**src/rtl/g15_io_pkg.sv**
```systemverilog
// g15_io_pkg: shared types and constants for the G-15 style I/O operation
// sequencer.
//   io_state_t    - sequencer state: idle, transferring, draining to word time 0
//   DEV_*         - device index carried in the top OC bits
package g15_io_pkg;

    typedef enum logic [1:0] {
        IO_IDLE  = 2'd0,
        IO_RUN   = 2'd1,
        IO_DRAIN = 2'd2
    } io_state_t;

    localparam int DEV_FAST_OUT = 0;
    localparam int DEV_FAST_IN  = 1;
    localparam int DEV_SLOW_OUT = 2;
    localparam int DEV_SLOW_IN  = 3;

endpackage

```
**src/rtl/io_rev_timer.sv**
```systemverilog
// io_rev_timer: counts drum revolutions (T0 strobes) that pass without a
// transferred word and flags when the limit is reached.
// Ports:
//   clk_i    in  system clock
//   rst_i    in  synchronous active-high reset
//   clr_i    in  clear the count (new operation or word transferred)
//   en_i     in  count enable (sequencer in RUN)
//   t0_i     in  word-time-0 strobe
//   expire_o out combinational: this T0 is the TIMEOUT_REVS-th empty revolution
// TIMEOUT_REVS = 0 removes the compare; expire_o is then tied low.
module io_rev_timer #(
    parameter int TIMEOUT_REVS = 8
) (
    input  logic clk_i,
    input  logic rst_i,
    input  logic clr_i,
    input  logic en_i,
    input  logic t0_i,
    output logic expire_o
);

    localparam int REV_W = (TIMEOUT_REVS > 1) ? $clog2(TIMEOUT_REVS) : 1;
    // Expiry is detected on the strobe that would make the count reach the
    // limit, so the counter only needs to hold 0..TIMEOUT_REVS-1.
    localparam int LIMIT = (TIMEOUT_REVS == 0) ? 0 : TIMEOUT_REVS - 1;

    logic [REV_W-1:0] cnt_q;
    logic [REV_W-1:0] cnt_d;

    always_comb begin
        cnt_d = cnt_q;
        if (clr_i) begin
            cnt_d = '0;
        end else if (en_i && t0_i) begin
            cnt_d = cnt_q + REV_W'(1);
        end
    end

    always_ff @(posedge clk_i) begin
        if (rst_i) begin
            cnt_q <= '0;
        end else begin
            cnt_q <= cnt_d;
        end
    end

    generate
        if (TIMEOUT_REVS == 0) begin : g_no_timeout
            assign expire_o = 1'b0;
        end else begin : g_timeout
            assign expire_o = en_i && t0_i && !clr_i && (cnt_q == REV_W'(LIMIT));
        end
    endgenerate

endmodule

```
**src/rtl/io_op_sequencer.sv**
```systemverilog
// io_op_sequencer: OC register and I/O operation sequencer.
// Holds the operation code, decodes direction/speed/device, and steps each
// operation IDLE -> RUN -> DRAIN -> IDLE with word counting, block-length
// stop, revolution timeout and abort.
// Ports:
//   CLOCK, rst          clock, synchronous active-high reset
//   T0                  word-time-0 strobe (once per drum revolution)
//   start/start_code    program start pulse and its OC code
//   key_start/key_code  console start pulse and its OC code
//   set_ready, key_stop, pwr_clear   abort sources (any state)
//   word_done           selected device moved one word
//   dev_stop            per-device end mark
//   OC, READY           OC register, idle flag (registered)
//   IN/OUT, FAST/SLOW   direction and speed decode of OC
//   dev_sel             one-hot device select, live only in RUN/DRAIN
//   word_cnt            words moved in the current operation
//   timeout             1-cycle pulse on revolution timeout abort
//   busy_reject         1-cycle pulse when a start arrives while busy
//   dbg_state           current sequencer state (io_state_t encoding)
// Handshake: start/key_start/word_done are single-cycle strobes accepted on
// the clock edge they are high; there is no back-pressure, a start that is
// not accepted is reported through busy_reject.
module io_op_sequencer
    import g15_io_pkg::*;
#(
    parameter  int OC_W         = 4,
    parameter  int DEV_BITS     = 2,
    parameter  int BLOCK_WORDS  = 108,
    parameter  int CNT_W        = 7,
    parameter  int TIMEOUT_REVS = 8,
    localparam int NUM_DEV      = 2 ** DEV_BITS
) (
    input  logic               CLOCK,
    input  logic               rst,
    input  logic               T0,
    input  logic               start,
    input  logic [OC_W-1:0]    start_code,
    input  logic               key_start,
    input  logic [OC_W-1:0]    key_code,
    input  logic               set_ready,
    input  logic               key_stop,
    input  logic               pwr_clear,
    input  logic               word_done,
    input  logic [NUM_DEV-1:0] dev_stop,
    output logic [OC_W-1:0]    OC,
    output logic               READY,
    output logic               IN,
    output logic               OUT,
    output logic               FAST,
    output logic               SLOW,
    output logic [NUM_DEV-1:0] dev_sel,
    output logic [CNT_W-1:0]   word_cnt,
    output logic               timeout,
    output logic               busy_reject,
    output logic [1:0]         dbg_state
);

    io_state_t           state_q;
    logic [OC_W-1:0]     oc_q;
    logic [CNT_W-1:0]    word_cnt_q;
    logic                ready_q;
    logic                timeout_q;
    logic                busy_reject_q;

    logic                abort;
    logic                req;
    logic [OC_W-1:0]     req_code;
    logic                load;
    logic [DEV_BITS-1:0] dev_idx;
    logic                sel_stop;
    logic                last_word;
    logic                expire;

    assign abort     = set_ready | key_stop | pwr_clear;
    assign req       = start | key_start;
    assign req_code  = start ? start_code : key_code;
    assign load      = (state_q == IO_IDLE) && req && (req_code != '0) && !abort;
    assign dev_idx   = oc_q[OC_W-1 -: DEV_BITS];
    assign sel_stop  = dev_stop[dev_idx];
    assign last_word = (word_cnt_q == CNT_W'(BLOCK_WORDS - 1));

    io_rev_timer #(
        .TIMEOUT_REVS(TIMEOUT_REVS)
    ) u_rev_timer (
        .clk_i   (CLOCK),
        .rst_i   (rst),
        .clr_i   (abort | load | ((state_q == IO_RUN) && word_done)),
        .en_i    (state_q == IO_RUN),
        .t0_i    (T0),
        .expire_o(expire)
    );

    always_ff @(posedge CLOCK) begin
        if (rst) begin
            state_q       <= IO_IDLE;
            oc_q          <= '0;
            word_cnt_q    <= '0;
            ready_q       <= 1'b1;
            timeout_q     <= 1'b0;
            busy_reject_q <= 1'b0;
        end else if (abort) begin
            state_q       <= IO_IDLE;
            oc_q          <= '0;
            word_cnt_q    <= '0;
            ready_q       <= 1'b1;
            timeout_q     <= 1'b0;
            busy_reject_q <= 1'b0;
        end else begin
            timeout_q     <= 1'b0;
            busy_reject_q <= 1'b0;
            case (state_q)
                IO_IDLE: begin
                    if (load) begin
                        oc_q       <= req_code;
                        word_cnt_q <= '0;
                        state_q    <= IO_RUN;
                        ready_q    <= 1'b0;
                    end
                end
                IO_RUN: begin
                    busy_reject_q <= req;
                    if (word_done) begin
                        // The final word of a block is not counted past
                        // BLOCK_WORDS-1; it only ends the transfer.
                        if (last_word) begin
                            state_q <= IO_DRAIN;
                        end else begin
                            word_cnt_q <= word_cnt_q + CNT_W'(1);
                        end
                        if (sel_stop) begin
                            state_q <= IO_DRAIN;
                        end
                    end else if (sel_stop) begin
                        state_q <= IO_DRAIN;
                    end else if (expire) begin
                        timeout_q <= 1'b1;
                        oc_q      <= '0;
                        state_q   <= IO_IDLE;
                        ready_q   <= 1'b1;
                    end
                end
                IO_DRAIN: begin
                    busy_reject_q <= req;
                    // Any T0 seen while in DRAIN is at least one cycle after
                    // entry, so a strobe coinciding with the entry edge is skipped.
                    if (T0) begin
                        oc_q    <= '0;
                        state_q <= IO_IDLE;
                        ready_q <= 1'b1;
                    end
                end
                default: begin
                    oc_q    <= '0;
                    state_q <= IO_IDLE;
                    ready_q <= 1'b1;
                end
            endcase
        end
    end

    always_comb begin
        dev_sel = '0;
        if (state_q == IO_RUN || state_q == IO_DRAIN) begin
            dev_sel = NUM_DEV'(1) << dev_idx;
        end
    end

    assign OC          = oc_q;
    assign READY       = ready_q;
    assign IN          = oc_q[OC_W-2];
    assign OUT         = ~oc_q[OC_W-2];
    assign SLOW        = oc_q[OC_W-1];
    assign FAST        = ~oc_q[OC_W-1];
    assign word_cnt    = word_cnt_q;
    assign timeout     = timeout_q;
    assign busy_reject = busy_reject_q;
    assign dbg_state   = state_q;

endmodule

```
**config.mk**
```make
export PLATFORM = sky130hd
export DESIGN_NAME = io_op_sequencer
export DESIGN_NICKNAME = d
export VERILOG_FILES = /design/src/rtl/g15_io_pkg.sv /design/src/rtl/io_rev_timer.sv /design/src/rtl/io_op_sequencer.sv
export SDC_FILE = /design/constraint.sdc
export NUM_CORES = 1
export LEC_CHECK = 0
export CAP_MARGIN = 10
export CORE_MARGIN = 1.5
export CORE_UTILIZATION = 44
export DETAILED_ROUTE_END_ITERATION = 10
export MAX_ROUTING_LAYER = met4
export PLACE_DENSITY = 0.84
export RECOVER_POWER = 100
export SLEW_MARGIN = 15
export SYNTH_ARGS = -nofsm -noshare
export SYNTH_HDL_FRONTEND = slang
export SYNTH_SLANG_ARGS = --single-unit
```
**constraint.sdc**
```tcl
create_clock -name CLOCK -period 2 [get_ports CLOCK]
set_input_delay 0.3 -clock CLOCK [delete_from_list [all_inputs] [get_ports CLOCK]]
set_output_delay 0.3 -clock CLOCK [all_outputs]
set_load 0.05 [all_outputs]
```
==> flow_metrics.env <==
export IMPL_yosysTopAreaCell="dfxtp_1"
export IMPL_drt_iter0_drc=53
export IMPL_initial_core_util_pct=46.04
export IMPL_place_gp_congestion=0.8813
export IMPL_gr_total_overflow=0
export IMPL_netlist_instances=142
export IMPL_setup_violations=0
export IMPL_maxSlewViolCount=0
export IMPL_r2r_start="dbg_state[0]$_SDFFE_PP0P_"
export IMPL_root_buffer="clkbuf_4"
export IMPL_cts_sinks=19
export IMPL_rsz0062_at_grt="true"
export IMPL_hold_viol=0
export IMPL_core_area_um2=2734
export IMPL_critPathSlowestCell="or3b_2"
export IMPL_ant_nets=0
export IMPL_relSlewSlack_pct=59.72
export IMPL_vias_per_cell=5.581
export IMPL_cp_required_ns=2.26
export IMPL_ff2ff_setup_slack_ns=0.06
export IMPL_netlist_area_leader_share_pct=30.22
export IMPL_cts_tree="yes"
export IMPL_drc=0
export IMPL_cap_viol_max_count=0
export IMPL_synth_edf_count=0
export IMPL_portBuffers=44
export IMPL_dieHeight_um=56.49
export IMPL_fin_crit_ns=1.939
export IMPL_ctsLongestPathBuffers=2
export IMPL_hold_ws_ns=0.4735
export IMPL_pre_cts_slack_ns=-0.1704
export IMPL_worstSetupEndpointType="flop"
export IMPL_yosys_top_cells_count="dfxtp_1, nand2_1, a21oi_1, o21ai_0, nor2_1"
export IMPL_cp_startpoint="dbg_state[0]$_SDFFE_PP0P_"
export IMPL_async_flop_share_pct=0
export IMPL_cts_resized=0
export IMPL_area_growth_pct=44.73
export IMPL_drtPass1Iterations=4
export IMPL_synth_flop_cell="dfxtp_1"
export IMPL_design_area_um2=1822
export IMPL_placed_area_um2=1829
export IMPL_grt_use_total_pct=21.61
export IMPL_clk_pin_slew_ns=0.12
export IMPL_clock_fmax_mhz=515.8
export IMPL_vias=1267
export IMPL_grt_max_degree=13
export IMPL_cp_start_kind="flop"
export IMPL_grt_pass1_wl_um=5313
export IMPL_cp_max_fo=7
export IMPL_slowest_delay_ns=0.48
export IMPL_io_pins=45
export IMPL_peakVddDrop_uv=282.5
export IMPL_fin_crit_sh_pct=96.93
export IMPL_fin_ws_ns=0.06144
export IMPL_hp_start="u_rev_timer.cnt_q[2]$_SDFFE_PP0P_"
export IMPL_cp_arrival_ns=2.20
export IMPL_detail_route_wl_per_cell_um=14.52
export IMPL_skew_ns=0.009678
export IMPL_die_w_um=56.49
export IMPL_die_area_um2=3191
export IMPL_status="finished clean"
export IMPL_p_leak_nw=0.6496
export IMPL_synth_nets=170
export IMPL_post_cts_buffers=0
export IMPL_antenna_found_initial=0
export IMPL_yosys_register_bits=19
export IMPL_synth_area_um2=1259
export IMPL_grt_pass1_vias=1188
export IMPL_critPathKind="flop to flop"
export IMPL_syn_avg_cell_area_um2=8.864
export IMPL_h_tree_depth=1
export IMPL_num_rows=19
export IMPL_finalSetupTns_ns=0
export IMPL_routed_wl_um=3297
export IMPL_drive_gt1_share_pct=24.49
export IMPL_yosysSeqAreaShare_pct=30.22
export IMPL_fin_nets=225
export IMPL_power_density_nw_per_um2=386.0
export IMPL_path_cells="inv_1 -> ha_1 -> or3b_2 -> a2bb2oi_4 -> clkbuf_4 -> o211ai_2 -> o21ai_0 -> a21oi_1"
export IMPL_hold_buffers=0
export IMPL_synth_cell_types=42
export IMPL_yosys_warnings=0
export IMPL_antennaDiodeCount=0
export IMPL_synth_top_cells_by_area="dfxtp_1, ha_1, nand2_1, a21oi_1, o21ai_0"
export IMPL_numCtsBuffers=3
export IMPL_hpwl_um=2644
export IMPL_clk_insertion_delay_late_ns=0.32
export IMPL_hold_path_class="flop to flop"
export IMPL_worst_pin_slew_ns=0.6069
flip-flops by register name (all words and copies together) (netlist names):
| signal | cells |
|---|---|
| word_cnt | 7 |
| OC | 4 |
| u_rev_timer.cnt_q | 3 |
| dbg_state | 2 |
| READY | 1 |
| busy_reject | 1 |
| timeout | 1 |
path summary, 6_finish.rpt:
path	endpoint	cells after the start
worst max-delay path	word_cnt[3]$_SDFFE_PP0P_	8
worst min-delay path	u_rev_timer.cnt_q[2]$_SDFFE_PP0P_	2
worst max register to register	word_cnt[3]$_SDFFE_PP0P_	8
worst min register to register	u_rev_timer.cnt_q[2]$_SDFFE_PP0P_	2
worst max-delay path, delay by kind of cell (launching register included):
kind / cells / cell delay (ns)
adders and majority gates: 1 / 0.21
buffers and inverters: 2 / 0.24
DFF: 1 / 0.35
AOI/OAI and AO/OA: 4 / 0.60
and+or+nand+nor: 1 / 0.48
routing by layer:
metal	wire, um	track usage (%)	up-vias
li1	-	-	621
met1	1428	27.25	598
met2	1632	34.88	43
met3	186	3.917	5
met4	49	7.143	0
met5	0	-	-
power breakdown:
| group | internal, mW | switching [mW] | leakage, nW |
|---|---|---|---|
| clock | 0.0750 | 0.137 | 0.0177 |
| combinational | 0.0668 | 0.0450 | 0.477 |
| sequential | 0.379 | 0.000430 | 0.155 |
cell type report:
type | instances | area [um2]
fillers | 225 | 912.1
clock buffers | 3 | 22.52
repair buffers | 56 | 538.0
well taps | 31 | 38.79
clock inverters | 1 | 5.005
inverters | 5 | 18.77
flip-flops and latches | 19 | 384.1
multi-input cells | 112 | 814.5
cells in the final DEF (no fill, tap or decap), types with 3 or more instances in the layout:
| cell | netlist | layout |
|---|---|---|
| clkdlybuf4s50_1 | 0 | 29 |
| nand2_1 | 19 | 19 |
| dfxtp_1 | 19 | 16 |
| a21oi_1 | 13 | 13 |
| o21ai_0 | 12 | 10 |
| buf_4 | 2 | 10 |
| nor2_1 | 9 | 9 |
| dlygate4sd3_1 | 0 | 9 |
| ha_1 | 7 | 7 |
| or2_2 | 6 | 6 |
| nand3_1 | 6 | 6 |
| inv_1 | 5 | 5 |
| mux2_2 | 4 | 4 |
| clkbuf_4 | 0 | 4 |
| dfxtp_2 | 0 | 3 |
| and3_1 | 3 | 3 |
| or3b_1 | 3 | 3 |
| clkbuf_1 | 2 | 3 |
kinds of logic (layout without fill, tap and decap cells):
family,count (synthesis),in the layout,share of synthesized area (%)
xor+xnor,1,1,0.6960
compound gates,37,37,23.06
fa+ha+maj,7,7,6.958
buf+inv,11,65,5.069
mux,5,5,5.367
flops,19,19,30.22
simple gates,62,62,28.63
through the flow:
step,std cells,utilization [%],power (mW)
2_1_floorplan,142,-,0.4385
3_5_place_dp,223,66.91,0.4984
5_1_grt,227,66.64,0.7318
3_3_place_gp,223,66.91,0.4956
4_1_cts,227,67.92,0.7052
6_report,227,66.64,0.7032
No activity file was read; power rests on OpenSTA's default activity.
